<file path="src/rtl/ln_share_scheduler_if.sv">
// Bundle of the lane request/response and shared ln datapath signals of ln_share_scheduler.
// The scheduler connects through the slave modport; the surrounding lanes and datapath use master.
`ifndef OUTPUT_BUF_DATASIZE
`define OUTPUT_BUF_DATASIZE 32
`endif

interface ln_share_scheduler_if #(
  parameter int NUM_REQ = 4,
  parameter int DATA_W  = `OUTPUT_BUF_DATASIZE
);
  logic [NUM_REQ-1:0]        req_valid;
  logic [NUM_REQ*DATA_W-1:0] req_data;
  logic [NUM_REQ-1:0]        req_ready;
  logic                      dp_valid;
  logic [DATA_W-1:0]         dp_data;
  logic [DATA_W-1:0]         dp_result;
  logic [NUM_REQ-1:0]        rsp_valid;
  logic [NUM_REQ*DATA_W-1:0] rsp_data;
  logic [NUM_REQ-1:0]        rsp_err;
  logic [NUM_REQ-1:0]        rsp_ready;

  modport slave (
    input  req_valid, req_data, dp_result, rsp_ready,
    output req_ready, dp_valid, dp_data, rsp_valid, rsp_data, rsp_err
  );

  modport master (
    output req_valid, req_data, dp_result, rsp_ready,
    input  req_ready, dp_valid, dp_data, rsp_valid, rsp_data, rsp_err
  );
endinterface

</file>
<file path="src/rtl/ln_share_scheduler.sv">
// Round-robin sharing of one fixed-latency ln datapath among NUM_REQ softmax lanes.
// Define LN_SCHED_PERF_EN to build the saturating issue/stall performance counters.
`ifndef OUTPUT_BUF_DATASIZE
`define OUTPUT_BUF_DATASIZE 32
`endif

module ln_share_scheduler #(
  parameter int NUM_REQ  = 4,
  parameter int DATA_W   = `OUTPUT_BUF_DATASIZE,
  parameter int PIPE_LAT = 3
) (
  input  logic                 clk,
  input  logic                 rst,
  ln_share_scheduler_if.slave  bus,
  output logic                 busy,
  output logic [31:0]          perf_issue_cnt,
  output logic [31:0]          perf_stall_cnt
);

  localparam int PTR_W = $clog2(NUM_REQ);

  typedef struct packed {
    logic             vld;
    logic [PTR_W-1:0] lane;
    logic             zero;
  } tag_t;

  logic [PTR_W-1:0]   ptr_reg;
  logic [NUM_REQ-1:0] pending;
  logic [NUM_REQ-1:0] eligible;
  logic [NUM_REQ-1:0] grant;
  logic               grant_any;
  logic [PTR_W-1:0]   grant_idx;
  logic [DATA_W-1:0]  grant_data;
  logic               dp_valid_reg;
  logic [DATA_W-1:0]  dp_data_reg;
  tag_t               tag_pipe_reg [0:PIPE_LAT];
  tag_t               ret_tag;
  logic               tag_any;

  assign eligible = bus.req_valid & ~pending;

  // Rotating priority search starting at ptr_reg; first eligible lane wins.
  always_comb begin
    logic [PTR_W:0] idx;
    grant_any = 1'b0;
    grant_idx = '0;
    idx       = '0;
    for (int k = 0; k < NUM_REQ; k++) begin
      idx = {1'b0, ptr_reg} + (PTR_W+1)'(k);
      if (idx >= (PTR_W+1)'(NUM_REQ)) begin
        idx = idx - (PTR_W+1)'(NUM_REQ);
      end
      if (!grant_any && eligible[idx[PTR_W-1:0]]) begin
        grant_any = 1'b1;
        grant_idx = idx[PTR_W-1:0];
      end
    end
  end

  assign grant_data = bus.req_data[grant_idx*DATA_W +: DATA_W];

  // The tag pipe has one extra stage so its exit lines up with dp_result.
  always_ff @(posedge clk) begin
    if (rst) begin
      ptr_reg      <= '0;
      dp_valid_reg <= 1'b0;
      dp_data_reg  <= '0;
      for (int s = 0; s <= PIPE_LAT; s++) begin
        tag_pipe_reg[s] <= '0;
      end
    end else begin
      if (grant_any) begin
        ptr_reg     <= (grant_idx == PTR_W'(NUM_REQ-1)) ? '0 : grant_idx + 1'b1;
        dp_data_reg <= grant_data;
      end
      dp_valid_reg    <= grant_any;
      tag_pipe_reg[0] <= '{vld: grant_any, lane: grant_idx, zero: (grant_data == '0)};
      for (int s = 1; s <= PIPE_LAT; s++) begin
        tag_pipe_reg[s] <= tag_pipe_reg[s-1];
      end
    end
  end

  assign ret_tag = tag_pipe_reg[PIPE_LAT];

  always_comb begin
    tag_any = 1'b0;
    for (int s = 0; s <= PIPE_LAT; s++) begin
      tag_any = tag_any | tag_pipe_reg[s].vld;
    end
  end

  genvar gi;
  generate
    for (gi = 0; gi < NUM_REQ; gi++) begin : g_lane
      logic              pending_reg;
      logic              rsp_valid_reg;
      logic              rsp_err_reg;
      logic [DATA_W-1:0] rsp_data_reg;
      logic              ret_hit;
      logic              rsp_fire;

      assign grant[gi] = grant_any && !rst && (grant_idx == PTR_W'(gi));
      assign ret_hit   = ret_tag.vld && (ret_tag.lane == PTR_W'(gi));
      assign rsp_fire  = rsp_valid_reg && bus.rsp_ready[gi];

      // pending blocks a re-grant until the response has been taken, so the buffer cannot overflow.
      always_ff @(posedge clk) begin
        if (rst) begin
          pending_reg   <= 1'b0;
          rsp_valid_reg <= 1'b0;
          rsp_err_reg   <= 1'b0;
          rsp_data_reg  <= '0;
        end else begin
          if (grant[gi]) begin
            pending_reg <= 1'b1;
          end else if (rsp_fire) begin
            pending_reg <= 1'b0;
          end
          if (ret_hit) begin
            rsp_valid_reg <= 1'b1;
            rsp_err_reg   <= ret_tag.zero;
            rsp_data_reg  <= ret_tag.zero ? '0 : bus.dp_result;
          end else if (rsp_fire) begin
            rsp_valid_reg <= 1'b0;
          end
        end
      end

      assign pending[gi]                         = pending_reg;
      assign bus.rsp_valid[gi]                   = rsp_valid_reg;
      assign bus.rsp_err[gi]                     = rsp_err_reg;
      assign bus.rsp_data[gi*DATA_W +: DATA_W]   = rsp_data_reg;
    end
  endgenerate

  assign bus.req_ready = grant;
  assign bus.dp_valid  = dp_valid_reg;
  assign bus.dp_data   = dp_data_reg;
  assign busy          = (|pending) | tag_any | dp_valid_reg;

`ifdef LN_SCHED_PERF_EN
  logic [31:0] perf_issue_reg;
  logic [31:0] perf_stall_reg;

  always_ff @(posedge clk) begin
    if (rst) begin
      perf_issue_reg <= '0;
      perf_stall_reg <= '0;
    end else begin
      if (grant_any && (perf_issue_reg != 32'hFFFF_FFFF)) begin
        perf_issue_reg <= perf_issue_reg + 32'd1;
      end
      if ((|(bus.req_valid & ~grant)) && (perf_stall_reg != 32'hFFFF_FFFF)) begin
        perf_stall_reg <= perf_stall_reg + 32'd1;
      end
    end
  end

  assign perf_issue_cnt = perf_issue_reg;
  assign perf_stall_cnt = perf_stall_reg;
`else
  assign perf_issue_cnt = '0;
  assign perf_stall_cnt = '0;
`endif

endmodule

</file>
<file path="src/flat_wrapper.sv">
// flat-port wrapper written by rule: the top's interface ports become plain ports
module ln_share_scheduler_flat 
#(
  parameter int NUM_REQ  = 4,
  parameter int DATA_W   = `OUTPUT_BUF_DATASIZE,
  parameter int PIPE_LAT = 3
)
  (clk, rst, busy, perf_issue_cnt, perf_stall_cnt, bus_req_valid, bus_req_data, bus_dp_result, bus_rsp_ready, bus_req_ready, bus_dp_valid, bus_dp_data, bus_rsp_valid, bus_rsp_data, bus_rsp_err);
  ln_share_scheduler_if #(.NUM_REQ(NUM_REQ), .DATA_W(DATA_W)) bus_i ();
  input  logic clk;
  input  logic rst;
  output logic busy;
  output logic [31:0] perf_issue_cnt;
  output logic [31:0] perf_stall_cnt;
  input wire logic [$bits(bus_i.req_valid)-1:0] bus_req_valid;
  input wire logic [$bits(bus_i.req_data)-1:0] bus_req_data;
  input wire logic [$bits(bus_i.dp_result)-1:0] bus_dp_result;
  input wire logic [$bits(bus_i.rsp_ready)-1:0] bus_rsp_ready;
  output wire logic [$bits(bus_i.req_ready)-1:0] bus_req_ready;
  output wire logic [$bits(bus_i.dp_valid)-1:0] bus_dp_valid;
  output wire logic [$bits(bus_i.dp_data)-1:0] bus_dp_data;
  output wire logic [$bits(bus_i.rsp_valid)-1:0] bus_rsp_valid;
  output wire logic [$bits(bus_i.rsp_data)-1:0] bus_rsp_data;
  output wire logic [$bits(bus_i.rsp_err)-1:0] bus_rsp_err;
  assign bus_i.req_valid = bus_req_valid;
  assign bus_i.req_data = bus_req_data;
  assign bus_i.dp_result = bus_dp_result;
  assign bus_i.rsp_ready = bus_rsp_ready;
  assign bus_req_ready = bus_i.req_ready;
  assign bus_dp_valid = bus_i.dp_valid;
  assign bus_dp_data = bus_i.dp_data;
  assign bus_rsp_valid = bus_i.rsp_valid;
  assign bus_rsp_data = bus_i.rsp_data;
  assign bus_rsp_err = bus_i.rsp_err;
  ln_share_scheduler #(.NUM_REQ(NUM_REQ), .DATA_W(DATA_W), .PIPE_LAT(PIPE_LAT)) u_core (.clk(clk), .rst(rst), .bus(bus_i), .busy(busy), .perf_issue_cnt(perf_issue_cnt), .perf_stall_cnt(perf_stall_cnt));
endmodule
</file>
<file path="config.mk">
export PLATFORM = sky130hd
export DESIGN_NAME = ln_share_scheduler_flat
export DESIGN_NICKNAME = d
export VERILOG_FILES = /design/src/rtl/ln_share_scheduler_if.sv /design/src/rtl/ln_share_scheduler.sv /design/src/flat_wrapper.sv
export SDC_FILE = /design/constraint.sdc
export NUM_CORES = 1
export LEC_CHECK = 0
export BUFFER_PORTS_ARGS = -buffer_cell sky130_fd_sc_hd__buf_4
export CAP_MARGIN = 20
export CORE_AREA = 10 10 149 151
export CTS_BUF_LIST = sky130_fd_sc_hd__clkbuf_8
export DETAILED_ROUTE_END_ITERATION = 6
export DIE_AREA = 0 0 159 161
export HOLD_SLACK_MARGIN = 0.05
export MAX_ROUTING_LAYER = met4
export PLACE_DENSITY = 0.82
export RECOVER_POWER = 25
export SLEW_MARGIN = 30
export SYNTH_ARGS = -nofsm -noshare
export SYNTH_HDL_FRONTEND = slang
export SYNTH_SLANG_ARGS = --single-unit
</file>
<file path="constraint.sdc">
create_clock -name clk -period 6 [get_ports clk]
set_clock_uncertainty 0.2 [all_clocks]
set_input_delay 0.9 -clock clk [delete_from_list [all_inputs] [get_ports clk]]
set_output_delay 0.9 -clock clk [all_outputs]
set_load 0.005 [all_outputs]
</file>
==> qor.txt <==
Reg2Reg Capture Point: u_core.tag_pipe_reg[0][0]
Avg Inst Size Synth: 7.58 um2
count of cells along the worst hold path: 1
total of max-cap violations: 4
routed len/inst: 18.4 um
leakage power summed over all cells: 4.91 nW
total global routing track utilization: 0.241
starting density of the core: 0.458
Final Routed Wirelength: 31.8 mm
Worst Path Required: 4.90 ns
fraction of the mapped netlist area in compound gates: 0.140
peak supply drop: 0.000212 V
number of filler cells placed in the layout: 1811
antenna-violating nets left: 0
critical-path maximum fanout: 35
crit end category: output pin
highest clock rate: 206 MHz
number of buffers inserted by hold repair at cts: 0
detailed placer's ending HPWL: 24.2 mm
main combinational cell family by area after synthesis: simple AND/OR/NAND/NOR gates
remaining global-route overflow: 0
number of top-level design ports: 408
final hold violation count: 0
Post-synth EDFFs: 0
count of standard-cell rows: 51
slew of the pin with the lowest slew margin: 2.09 ns
maximum number of pins on one net before global-route repair: 102
detailed-router iteration count before antenna repair: 5
number of sinks handled by clock tree synthesis: 190
outcome: finished, violations left
remaining max-slew budget at the tightest pin: -0.394
DRC marker count from the first detailed-route iteration: 486
sink of the worst hold path: u_core.tag_pipe_reg[3][1]
Reg2Reg Setup Slack: 2.07 ns
post-synthesis cell area: 8790 um2
adder and majority cell fraction of the synthesized area: 0.00569
proportion of register bits with asynchronous set or reset after synthesis: 0
Post-Synth Simple-Gate Area: 0.295
fraction of final layout cells sized beyond drive strength 1: 0.268
Placer Congestion: 0.877
Setup-failing EPs final: 0
Bufs on Longest Clock Path: 2
Crit Path Class: input pin to output pin
width of the die: 159 um
max-slew violation count: 143
Layout Cells excl Fill: 1722
synthesized flop and latch total: 190
Core Box Area: 19200 um2
portion of netlist area occupied by mux cells: 0.0198
launch point of the worst reg-to-reg path: u_core.g_lane[0].pending_reg
hold path start: u_core.tag_pipe_reg[2][1]
flip-flop count of the largest register after layout: 128
number of global-route vias before repair: 8769
Inst Count DP: 1689
violations in the final reports: capacitance limit, slew limit
count of vias placed by the detailed router: 8825
insertion delay to the later sink of the worst-skew pair: 0.47 ns
Seq/Total Area, Yosys: 0.432
worst hold path class: flip-flop to flip-flop
Yosys warning count: 0
number of post-CTS setup repair buffers: 0
overall die area: 25600 um2
share of the cycle needed by the critical path after routing: 0.810
post-route cell area: 11500 um2
root buffer cell: clkbuf_8
Power Dens Cells: 325 nW/um2
H-tree level count: 4
depth of the worst register-to-register path: 9
clock-pin slew on the worst setup and hold paths: 0.10 ns
setup TNS: 0 ns
parity-gate share of the synthesized area counting xor and xnor cells: 0
unrepaired setup endpoints after global routing: no
nets@finish: 1617
minimum clock period: 4.86 ns
post-synthesis cell type count: 56
post-cts resize count: 0
cts bufs inserted: 17
critical path launch point type: input pin
antenna violations before repair: 1
data arrival time of the critical path: 3.76 ns
wire length of the first global-routing pass: 48.5 mm
cell area reported after detailed placement: 11100 um2
area growth from synthesis to layout: 30.9%
Top FF cell, synth: dfxtp_1
via density per instance: 5.12
DRC violations left: 0
clock tree from TritonCTS: built
# port buffers: 343
Cells after Synth: 1161
DIE HEIGHT: 161 um
cells in the mapped netlist, types with 3 or more instances:
cell type / n / share of area
nand2_1: 379 / 0.16
dfxtp_1: 190 / 0.43
a21oi_1: 159 / 0.090
buf_4: 74 / 0.063
clkbuf_1: 69 / 0.029
nand3_1: 62 / 0.035
nor2b_1: 46 / 0.033
nor2_1: 17 / 0.0073
nor4_1: 17 / 0.012
mux2i_1: 14 / 0.016
a31oi_1: 9 / 0.0064
nor3b_1: 9 / 0.0077
o21ai_0: 9 / 0.0051
and2_1: 8 / 0.0057
inv_1: 8 / 0.0034
nand2b_1: 8 / 0.0057
o221ai_1: 8 / 0.0080
a2111o_1: 7 / 0.0090
buf_2: 7 / 0.0040
and3_1: 5 / 0.0036
nor3_1: 5 / 0.0028
a31o_2: 4 / 0.0040
buf_6: 4 / 0.0051
ha_1: 4 / 0.0057
a22oi_1: 3 / 0.0026
o21a_1: 3 / 0.0026
worst max-delay path, cell delays in order:
cell and delay, ns:
buf_4 0.11, nand2b_1 0.14, nand4_2 0.09, buf_4 0.26
nor2_1 1.01, nor2_8 0.24, inv_2 0.46, ha_1 0.23
and3_1 0.17, buf_4 0.13
through the flow:
step	setup slack, ns	total power, mW	utilization	hold WS, ns
global route	0.798	3.98	0.599	0.255
floorplan	2.40	2.42	-	0.214
detailed placement	1.62	2.89	0.580	0.223
global placement	1.63	2.87	0.580	0.216
finish	1.14	3.74	0.599	0.241
CTS	1.62	3.77	0.603	0.243
layout by cell type (no fill, tap or decap), types with 7 or more instances in the layout:
cell,instances
nand2_1,379
inv_1,8
nor2_1,17
mux2i_1,14
clkbuf_8,17
nor4_1,17
buf_4,309
o221ai_1,8
clkbuf_4,26
nand2b_1,8
and2_1,8
clkinv_8,7
nand3_1,62
a2111o_1,7
nor3b_1,8
conb_1,64
dfxtp_1,190
a31oi_1,9
clkbuf_1,18
a21oi_1,159
nor2b_1,46
o21ai_0,9
kinds of logic after synthesis:
logic type | after synthesis
buffers and inverters | 165
other | 1
AOI/OAI and AO/OA | 211
DFF | 190
muxes | 17
adders and majority gates | 4
and+or+nand+nor | 573
cell type report:
type                       count  area, um2  area share
multi-input combinational    869       4290       0.373
clock inverter                15        204      0.0177
antenna                        1       2.50    0.000217
tap                          265        332      0.0288
inverter                      10       37.5     0.00326
clock buffer                  17        234      0.0203
sequential                   190       3800       0.330
timing repair buffer         355       2610       0.226
power breakdown:
group	internal (mW)	total (mW)	switching [mW]	leakage, nW
sequential	1.41	1.51	0.104	1.54
clock	0.332	0.886	0.554	0.215
combinational	0.583	1.34	0.758	3.16
total	2.32	3.74	1.42	4.91
per-layer routing:
metal  global-route usage  wire, um  vias to the layer above
met2                0.405     15600                      420
met1                0.263     12200                     4064
met3               0.0745      2810                       56
met4               0.0994      1140                        0
li1                     -         -                     4285
met5                    -         0                        -
worst max path at each step:
stage / slack [ns] / end / cells after the start / startpoint
4_1_cts: 1.62 / bus_req_ready[2] / 9 / bus_req_valid[2]
5_1_grt: 0.80 / bus_req_ready[0] / 9 / u_core.g_lane[0].pending_reg
6_report: 1.14 / bus_req_ready[2] / 10 / bus_req_valid[3]
3_3_place_gp: 1.63 / bus_req_ready[2] / 9 / bus_req_valid[2]
3_5_place_dp: 1.62 / bus_req_ready[2] / 9 / bus_req_valid[2]
2_1_floorplan: 2.40 / bus_req_ready[3] / 7 / bus_req_valid[2]
Power figures use the tool's default switching activity.
